File: config.mk
export PLATFORM = sky130hd
export DESIGN_NAME = ps2_key_decoder
export DESIGN_NICKNAME = d
export VERILOG_FILES = /design/src/rtl/ps2_key_decoder.sv
export SDC_FILE = /design/constraint.sdc
export NUM_CORES = 1
export LEC_CHECK = 0
export ABC_AREA = 1
export CORE_MARGIN = 4
export CORE_UTILIZATION = 50
export DETAILED_ROUTE_END_ITERATION = 10
export GPL_ROUTABILITY_DRIVEN = 0
export HOLD_SLACK_MARGIN = 0.03
export PLACE_DENSITY = 0.65
export SLEW_MARGIN = 5
export SYNTH_ARGS = -nofsm -noshare
export SYNTH_HDL_FRONTEND = slang
export SYNTH_SLANG_ARGS = --single-unit
File: constraint.sdc
create_clock -name sys_clk -period 3.4 [get_ports sys_clk]
set_input_delay 0.34 -clock sys_clk [delete_from_list [all_inputs] [get_ports sys_clk]]
set_output_delay 0.34 -clock sys_clk [all_outputs]
set_load 0.05 [all_outputs]
File: src/rtl/ps2_key_decoder.sv
// PS/2 keyboard front end: line filter, frame decoder,
// key map with held/press/release pulses and event FIFO.
module ps2_key_decoder #(
  parameter int NUM_KEYS = 8,
  parameter logic [NUM_KEYS*9-1:0] KEY_CODES = {
    9'h175, 9'h01E, 9'h016, 9'h05A,
    9'h01B, 9'h01D, 9'h023, 9'h01C
  },
  parameter int FILTER_LEN  = 8,
  parameter int TIMEOUT_CYC = 100000,
  parameter int FIFO_DEPTH  = 4
) (
  input  logic                sys_clk,
  input  logic                rst_n,
  input  logic                ps2_clk,
  input  logic                ps2_data,
  output logic [NUM_KEYS-1:0] key_held,
  output logic [NUM_KEYS-1:0] key_press,
  output logic [NUM_KEYS-1:0] key_release,
  output logic                evt_valid,
  output logic [7:0]          evt_code,
  output logic                evt_ext,
  output logic                evt_brk,
  input  logic                evt_ready,
  output logic                frame_err,
  output logic                fifo_ovf
);

  localparam logic [1:0] ST_IDLE = 2'd0;
  localparam logic [1:0] ST_DATA = 2'd1;
  localparam logic [1:0] ST_PAR  = 2'd2;
  localparam logic [1:0] ST_STOP = 2'd3;

  localparam int FW = (FILTER_LEN > 1) ?
                      $clog2(FILTER_LEN) : 1;
  localparam int TW = $clog2(TIMEOUT_CYC + 1);
  localparam int AW = $clog2(FIFO_DEPTH);

  localparam logic [FW-1:0] FLT_MAX =
    FW'(FILTER_LEN - 1);
  localparam logic [TW-1:0] TO_MAX =
    TW'(TIMEOUT_CYC - 1);

  typedef struct packed {
    logic       ext;
    logic       brk;
    logic [7:0] code;
  } evt_t;

  logic [1:0]    clk_sync;
  logic [1:0]    dat_sync;
  logic          clk_s;
  logic          dat_s;
  logic          clk_flt;
  logic          clk_flt_d;
  logic [FW-1:0] flt_cnt;
  logic          fall;

  logic [1:0]    state;
  logic [2:0]    bit_cnt;
  logic [7:0]    shreg;
  logic          par_ok;
  logic [TW-1:0] to_cnt;
  logic          timeout;

  logic          byte_vld;
  logic [7:0]    byte_q;
  logic          is_e0;
  logic          is_f0;
  logic          evt_fire;
  logic          ext_q;
  logic          brk_q;
  evt_t          new_evt;

  evt_t          mem [FIFO_DEPTH];
  logic [AW:0]   wr_ptr;
  logic [AW:0]   rd_ptr;
  logic          fifo_empty;
  logic          fifo_full;
  logic          push;
  logic          pop;
  evt_t          head;

  assign clk_s = clk_sync[1];
  assign dat_s = dat_sync[1];

  // Two-stage synchronisers, idle-high after reset.
  always_ff @(posedge sys_clk or negedge rst_n) begin
    if (!rst_n) begin
      clk_sync <= 2'b11;
      dat_sync <= 2'b11;
    end else begin
      clk_sync <= {clk_sync[0], ps2_clk};
      dat_sync <= {dat_sync[0], ps2_data};
    end
  end

  // Clock filter: follow only a run of differing samples.
  always_ff @(posedge sys_clk or negedge rst_n) begin
    if (!rst_n) begin
      clk_flt <= 1'b1;
      flt_cnt <= '0;
    end else if (clk_s != clk_flt) begin
      if (flt_cnt == FLT_MAX) begin
        clk_flt <= clk_s;
        flt_cnt <= '0;
      end else begin
        flt_cnt <= flt_cnt + 1'b1;
      end
    end else begin
      flt_cnt <= '0;
    end
  end

  // Delayed filtered clock for falling-edge detect.
  always_ff @(posedge sys_clk or negedge rst_n) begin
    if (!rst_n) clk_flt_d <= 1'b1;
    else        clk_flt_d <= clk_flt;
  end

  assign fall = clk_flt_d & ~clk_flt;

  assign timeout = (state != ST_IDLE) && !fall &&
                   (to_cnt == TO_MAX);

  // Cycles since the last edge while a frame is open.
  always_ff @(posedge sys_clk or negedge rst_n) begin
    if (!rst_n)
      to_cnt <= '0;
    else if (fall || state == ST_IDLE)
      to_cnt <= '0;
    else
      to_cnt <= to_cnt + 1'b1;
  end

  // Frame FSM: start, 8 data LSB first, parity, stop.
  always_ff @(posedge sys_clk or negedge rst_n) begin
    if (!rst_n) begin
      state     <= ST_IDLE;
      bit_cnt   <= '0;
      shreg     <= '0;
      par_ok    <= 1'b0;
      byte_vld  <= 1'b0;
      byte_q    <= '0;
      frame_err <= 1'b0;
    end else begin
      byte_vld  <= 1'b0;
      frame_err <= 1'b0;
      if (timeout) begin
        state     <= ST_IDLE;
        frame_err <= 1'b1;
      end else if (fall) begin
        unique case (state)
          ST_IDLE: begin
            if (!dat_s) begin
              state   <= ST_DATA;
              bit_cnt <= '0;
            end
          end
          ST_DATA: begin
            shreg   <= {dat_s, shreg[7:1]};
            bit_cnt <= bit_cnt + 3'd1;
            if (bit_cnt == 3'd7) state <= ST_PAR;
          end
          ST_PAR: begin
            par_ok <= ^{shreg, dat_s};
            state  <= ST_STOP;
          end
          ST_STOP: begin
            state <= ST_IDLE;
            if (dat_s && par_ok) begin
              byte_vld <= 1'b1;
              byte_q   <= shreg;
            end else begin
              frame_err <= 1'b1;
            end
          end
          default: state <= ST_IDLE;
        endcase
      end
    end
  end

  assign is_e0    = (byte_q == 8'hE0);
  assign is_f0    = (byte_q == 8'hF0);
  assign evt_fire = byte_vld && !is_e0 && !is_f0;
  assign new_evt  = '{ext: ext_q, brk: brk_q,
                      code: byte_q};

  // Prefix flags; any error or completed event clears them.
  always_ff @(posedge sys_clk or negedge rst_n) begin
    if (!rst_n) begin
      ext_q <= 1'b0;
      brk_q <= 1'b0;
    end else if (frame_err) begin
      ext_q <= 1'b0;
      brk_q <= 1'b0;
    end else if (byte_vld) begin
      unique case (1'b1)
        is_e0:   ext_q <= 1'b1;
        is_f0:   brk_q <= 1'b1;
        default: begin
          ext_q <= 1'b0;
          brk_q <= 1'b0;
        end
      endcase
    end
  end

  // Key map: held level plus edge pulses per matching entry.
  always_ff @(posedge sys_clk or negedge rst_n) begin
    if (!rst_n) begin
      key_held    <= '0;
      key_press   <= '0;
      key_release <= '0;
    end else begin
      key_press   <= '0;
      key_release <= '0;
      if (evt_fire) begin
        for (int i = 0; i < NUM_KEYS; i++) begin
          if (KEY_CODES[9*i +: 9] == {ext_q, byte_q}) begin
            if (!brk_q && !key_held[i]) begin
              key_held[i]  <= 1'b1;
              key_press[i] <= 1'b1;
            end else if (brk_q && key_held[i]) begin
              key_held[i]    <= 1'b0;
              key_release[i] <= 1'b1;
            end
          end
        end
      end
    end
  end

  assign fifo_empty = (wr_ptr == rd_ptr);
  assign fifo_full  = (wr_ptr[AW] != rd_ptr[AW]) &&
                      (wr_ptr[AW-1:0] == rd_ptr[AW-1:0]);
  assign pop        = !fifo_empty && evt_ready;
  assign push       = evt_fire && (!fifo_full || pop);
  assign head       = mem[rd_ptr[AW-1:0]];

  // Event FIFO; a pop in the push cycle frees the slot.
  always_ff @(posedge sys_clk or negedge rst_n) begin
    if (!rst_n) begin
      wr_ptr   <= '0;
      rd_ptr   <= '0;
      fifo_ovf <= 1'b0;
      for (int i = 0; i < FIFO_DEPTH; i++)
        mem[i] <= '0;
    end else begin
      fifo_ovf <= evt_fire && fifo_full && !pop;
      if (push) begin
        mem[wr_ptr[AW-1:0]] <= new_evt;
        wr_ptr <= wr_ptr + 1'b1;
      end
      if (pop) rd_ptr <= rd_ptr + 1'b1;
    end
  end

  assign evt_valid = !fifo_empty;
  assign evt_code  = head.code;
  assign evt_ext   = head.ext;
  assign evt_brk   = head.brk;

endmodule

=== After elaboration in Yosys (flattened, before gate mapping) ===
Index checks and enable logic that the tools add are counted.

* Register bits: 123
* Latch bits: 0
* Bits in writable memories: 0
* ROM bits: 0
* Input bits: 5
* Logic and storage cells: 240
* Memories: 0

* Add/subtract/negate cells: 5
* $mul: 0
* Divide/modulo/power cells: 0
* $lt $le $gt $ge: 3
* Equality and inequality tests: 25
* Shifts and indexed selects: 0
* Muxes and demuxes: 88
* Bitwise logic cells: 5
* Reduce and logical (&&, ||, !) cells: 74

{| class="wikitable"
|+ Operators with widths
! kind !! count
|-
| $mux 1 || 68
|-
| $eq 5x9->1 const A || 5
|-
| $bwmux 40 || 1
|-
| $reduce_and 3->1 || 11
|-
| $mux 10 || 3
|-
| $logic_and 1x1->1 || 27
|-
| $reduce_bool 2->1 || 12
|-
| $bmux 10 s2 || 1
|-
| $demux 10 s2 || 1
|-
| $add 17x1->17 const B || 1
|-
| $eq 17x17->1 const B || 1
|-
| $mux 17 || 1
|-
| $eq 8x8->1 const B || 2
|-
| $mux 8 || 2
|-
| $logic_not 1->1 || 15
|-
| $add 3x1->3 const B || 4
|-
| $eq 6x9->1 const A || 1
|-
| $eq 7x9->1 const A || 1
|-
| $eq 9x9->1 const A || 1
|-
| $mux 3 || 3
|-
| $reduce_xor 9->1 || 1
|-
| $mux 2 || 4
|-
| $pmux 2 s4 || 1
|-
| $reduce_and 4->1 || 2
|-
| 18 further kinds || 31
|}

=== Logic depth before layout (Yosys ltp) ===
* Depth after elaboration: 7
* Gate-level depth with buffers: 12
* Gate-level depth less buffers: 10

=== Worst setup path before layout ===
OpenSTA, ideal clock, no wires.

* Path type: register to output
* From: register rd_ptr[0]
* To: output port evt_brk
* Data arrival time: 1.620 ns
* Required time: 3.060 ns
* Slack: 1.440 ns
* Cell stages (with the launch flop): 5
* Buffers on the path: 1
* Path through: dfrtp_1 inv_1 clkbuf_1 nor2_1 o22ai_1

* Word-level cells in the longest chain between the ends: 4

{| class="wikitable"
|+ RTL lines
! element !! line !! source
|-
| start: declaration || 77 || <nowiki>logic [AW:0] rd_ptr;</nowiki>
|-
| start signal: assignment || 256 || <nowiki>if (pop) rd_ptr <= rd_ptr + 1'b1;</nowiki>
|-
| $not 2->3 (implied by the code) || 240 || <nowiki>assign head = mem[rd_ptr[AW-1:0]];</nowiki>
|-
| $bmux 10 s2 || 240 ||
|-
| $mux 10 (implied by the code) (2 in series) || 240 ||
|-
| end: declaration || 23 || <nowiki>output logic evt_brk,</nowiki>
|}

Every way passes these cells. The select of a mux whose other input is x is not followed.

=== Worst setup path after layout ===
* From: register rd_ptr[0]
* To: output port evt_code[6]

* Word-level cells in the longest chain between the ends: 4

{| class="wikitable"
|+ RTL lines
! element !! line !! source
|-
| $not 2->3 (implied by the code) || 240 ||
|-
| $bmux 10 s2 || 240 ||
|-
| $mux 10 (implied by the code) (2 in series) || 240 ||
|-
| end: declaration || 21 || <nowiki>output logic [7:0] evt_code,</nowiki>
|}

Every way passes these cells. The select of a mux whose other input is x is not followed.

==> flow_metrics.tcl <==
set metrics [dict create \
    status "finished clean" \
    fin_tns_setup_ns 0 \
    drt-total-wl_microns 13800 \
    worst_slew_pin_slew_ns 0.893 \
    clock_skew_ns 0.0139 \
    grt_pass1_vias 4907 \
    die_width_microns 119 \
    dieArea_sq_mm 0.0141 \
    start_util 0.511 \
    holdCritPathClass "input pin to flop" \
    grt_pass1_wl_microns 24000 \
    r2r_end "key_held[0]" \
    period_share 0.839 \
    synth_fp_nets 770 \
    cts-root-buf "clkbuf_16" \
    area_delta_synth_final_pct 19.2 \
    leakagePower_uw 0.00347 \
    grt.overflow.total 0 \
    io_buffers 41 \
    setup_violations 0 \
    end_kind "output pin" \
    clock-sinks 123 \
    rows 40 \
    ys_ff_latch 123 \
    startpoint_type "flop" \
    ir_worst_vdd_uv 367 \
    vias 4981 \
    synth.avg_cell_area_sq_um 8.35 \
    die_h_microns 119 \
    whs_endpoint "clk_sync[0]" \
    dp.cells 903 \
    clockBufferDepth 2 \
    layout-drive-gt1-share 0.0824 \
    crit_type "flop to output pin" \
    ys.flop_type "dfrtp_1" \
    drc_errors 0 \
    cp.arrival_ns 2.51 \
    via_per_inst 5.32 \
    grtUsageTotal 0.211 \
    cts_setup_buffers 0 \
    dr.pass1.iters 5 \
    hpwl_microns 9720 \
    wl_per_cell_microns 14.7 \
    timing.rr.start "byte_q[1]" \
    slew-limit-headroom 0.403 \
    yosysWarnings 0 \
    clkTransAtPathRegs_ns 0.05 \
    netlist_area_sq_mm 0.00614 \
    slew_violations 0 \
    r2r_setup_slack_ns 1.24 \
    grt_start_max_net_pins 51 \
    multi_input_area_sq_mm 0.00264 \
    power_density_mw_per_mm2 646 \
    min_from "ps2_clk" \
    synth_top_cell_by_area "dfrtp_1" \
    max-cap-violations 0 \
    fillCellCount 1039 \
    hold_ws_ns 0.329 \
    h-tree-depth 4 \
    diodes 0 \
    rsz0062_at_grt "false" \
    cts_tree "yes" \
    final_core_util 0.609 \
    ant_nets 0 \
    required_ns 3.06 \
    synth-edff-count 0 \
    hold_depth 1 \
    regArea_sq_mm 0.00309 \
    antenna_found_initial 0 \
    async_flop_share 1.00 \
    drtIter0Drc 357 \
    ios 42 \
    fin_crit_ns 2.85 \
    hold_viol_final 0 \
    clock.fmax_ghz 0.351 \
    synth.distinct_cells 32 \
    nets 811 \
    path_max_fanout 21 \
    finalNonFillerCells 936 \
    reg2reg_depth 11 \
    post-synth-top-area-fraction 0.477 \
    ys_top_cells_by_area "dfrtp_1 48%, nand2_1 13%, ha_1 6.1%" \
    syn_inst 735 \
    synth_seq_area_share 0.503 \
    cts_buffers 17 \
    core_sq_mm 0.0120 \
    worstSkewPairLatency_ns 0.42 \
]
[layout make-up]
type                    instances  area share
well taps                     147      0.0251
clock inverters                 6      0.0144
clock buffers                  26      0.0723
inverters                      73      0.0374
multi-input cells             510       0.361
repair buffers                 51      0.0681
flip-flops and latches        123       0.422
[worst max-delay path, cell delays in order (launching register included)]
cell and delay (ns):
dfrtp_1 0.44, inv_1 0.47, o21ai_0 0.15, o22ai_1 0.17, clkdlybuf4s50_1 0.85
[cell usage in the layout (no fill, tap or decap), drive strengths merged]
cell type and count:
a21oi 13, a22oi 1, a31oi 2, buf 10, bufinv 3, clkbuf 26
clkdlybuf4s50 40, clkinv 3, dfrtp 117, dfstp 6, dlygate4sd3 1, ha 30
inv 73, mux2 1, nand2 216, nand3 33, nand4 47, nor2 78
nor3 15, nor3b 2, nor4 2, o21a 1, o21ai 47, o22ai 10
or2 2, xnor2 4, xor2 6
[cell families after synthesis]
logic type	Yosys count	share of synthesized area
flops	123	0.503
buf+inv	102	0.0667
compound gates	74	0.0636
xor+xnor	10	0.0143
simple gates	395	0.290
fa+ha+maj	30	0.0612
mux	1	0.00184
[metrics by stage]
stage,instance area (sq um),setup slack (ns),total power [uW]
floorplan,6140,1.44,2470
global placement,6670,1.13,2800
detailed placement,6670,1.02,2830
CTS,7320,0.555,4760
global route,7320,0.424,4960
finish,7320,0.549,4730
[how the worst max path moves through the flow]
stage / start / end
finish: rd_ptr[0] / evt_code[6]
global route: rd_ptr[0] / evt_code[2]
CTS: rd_ptr[0] / evt_code[4]
detailed placement: rd_ptr[0] / evt_code[4]
global placement: rd_ptr[0] / evt_code[5]
floorplan: rd_ptr[0] / evt_brk
[synthesized netlist by cell type (2+ instances only)]
cell type and count:
xnor2_1 4, dfstp_2 6, nand4_1 47, inv_2 3
nor2_4 2, nor2_1 75, nand3_4 4, nor3_1 14
nand2_2 5, a21oi_1 13, buf_2 15, or2_2 2
nor4_1 2, o21ai_0 46, clkbuf_1 12, xor2_1 6
nor3b_1 2, a31oi_1 2, o22ai_1 10, dfrtp_1 117
inv_1 70, ha_1 30, nand3_1 29, nand2_1 211
[metal layers]
metal	global-route usage	vias up	part of all wire
li1	-	2476	-
met4	0.0601	0	0.0078
met5	0	-	0
met3	0.0569	10	0.038
met2	0.343	100	0.49
met1	0.279	2395	0.47
[repair_timing]
action / in CTS / in global routing
hold buffers: 1 / 0
setup endpoints to repair: 0 / 0
endpoints found under the hold margin: 41 / 0
resized for setup: 0 / 0
[state kept, by name, indices dropped and copies added (netlist names)]
name / cells
mem: 40
to_cnt: 17
byte_q: 8
key_held: 8
key_press: 8
key_release: 8
shreg: 8
bit_cnt: 3
flt_cnt: 3
rd_ptr: 3
wr_ptr: 3
clk_sync: 2
dat_sync: 2
state: 2
brk_q: 1
byte_vld: 1
clk_flt: 1
clk_flt_d: 1
ext_q: 1
fifo_ovf: 1
frame_err: 1
par_ok: 1
[power breakdown]
group	internal (uW)	switching, uW
clock network	1290	631
registers	1560	67.7
logic	384	807
total	3220	1510
Power figures use the tool's default switching activity.
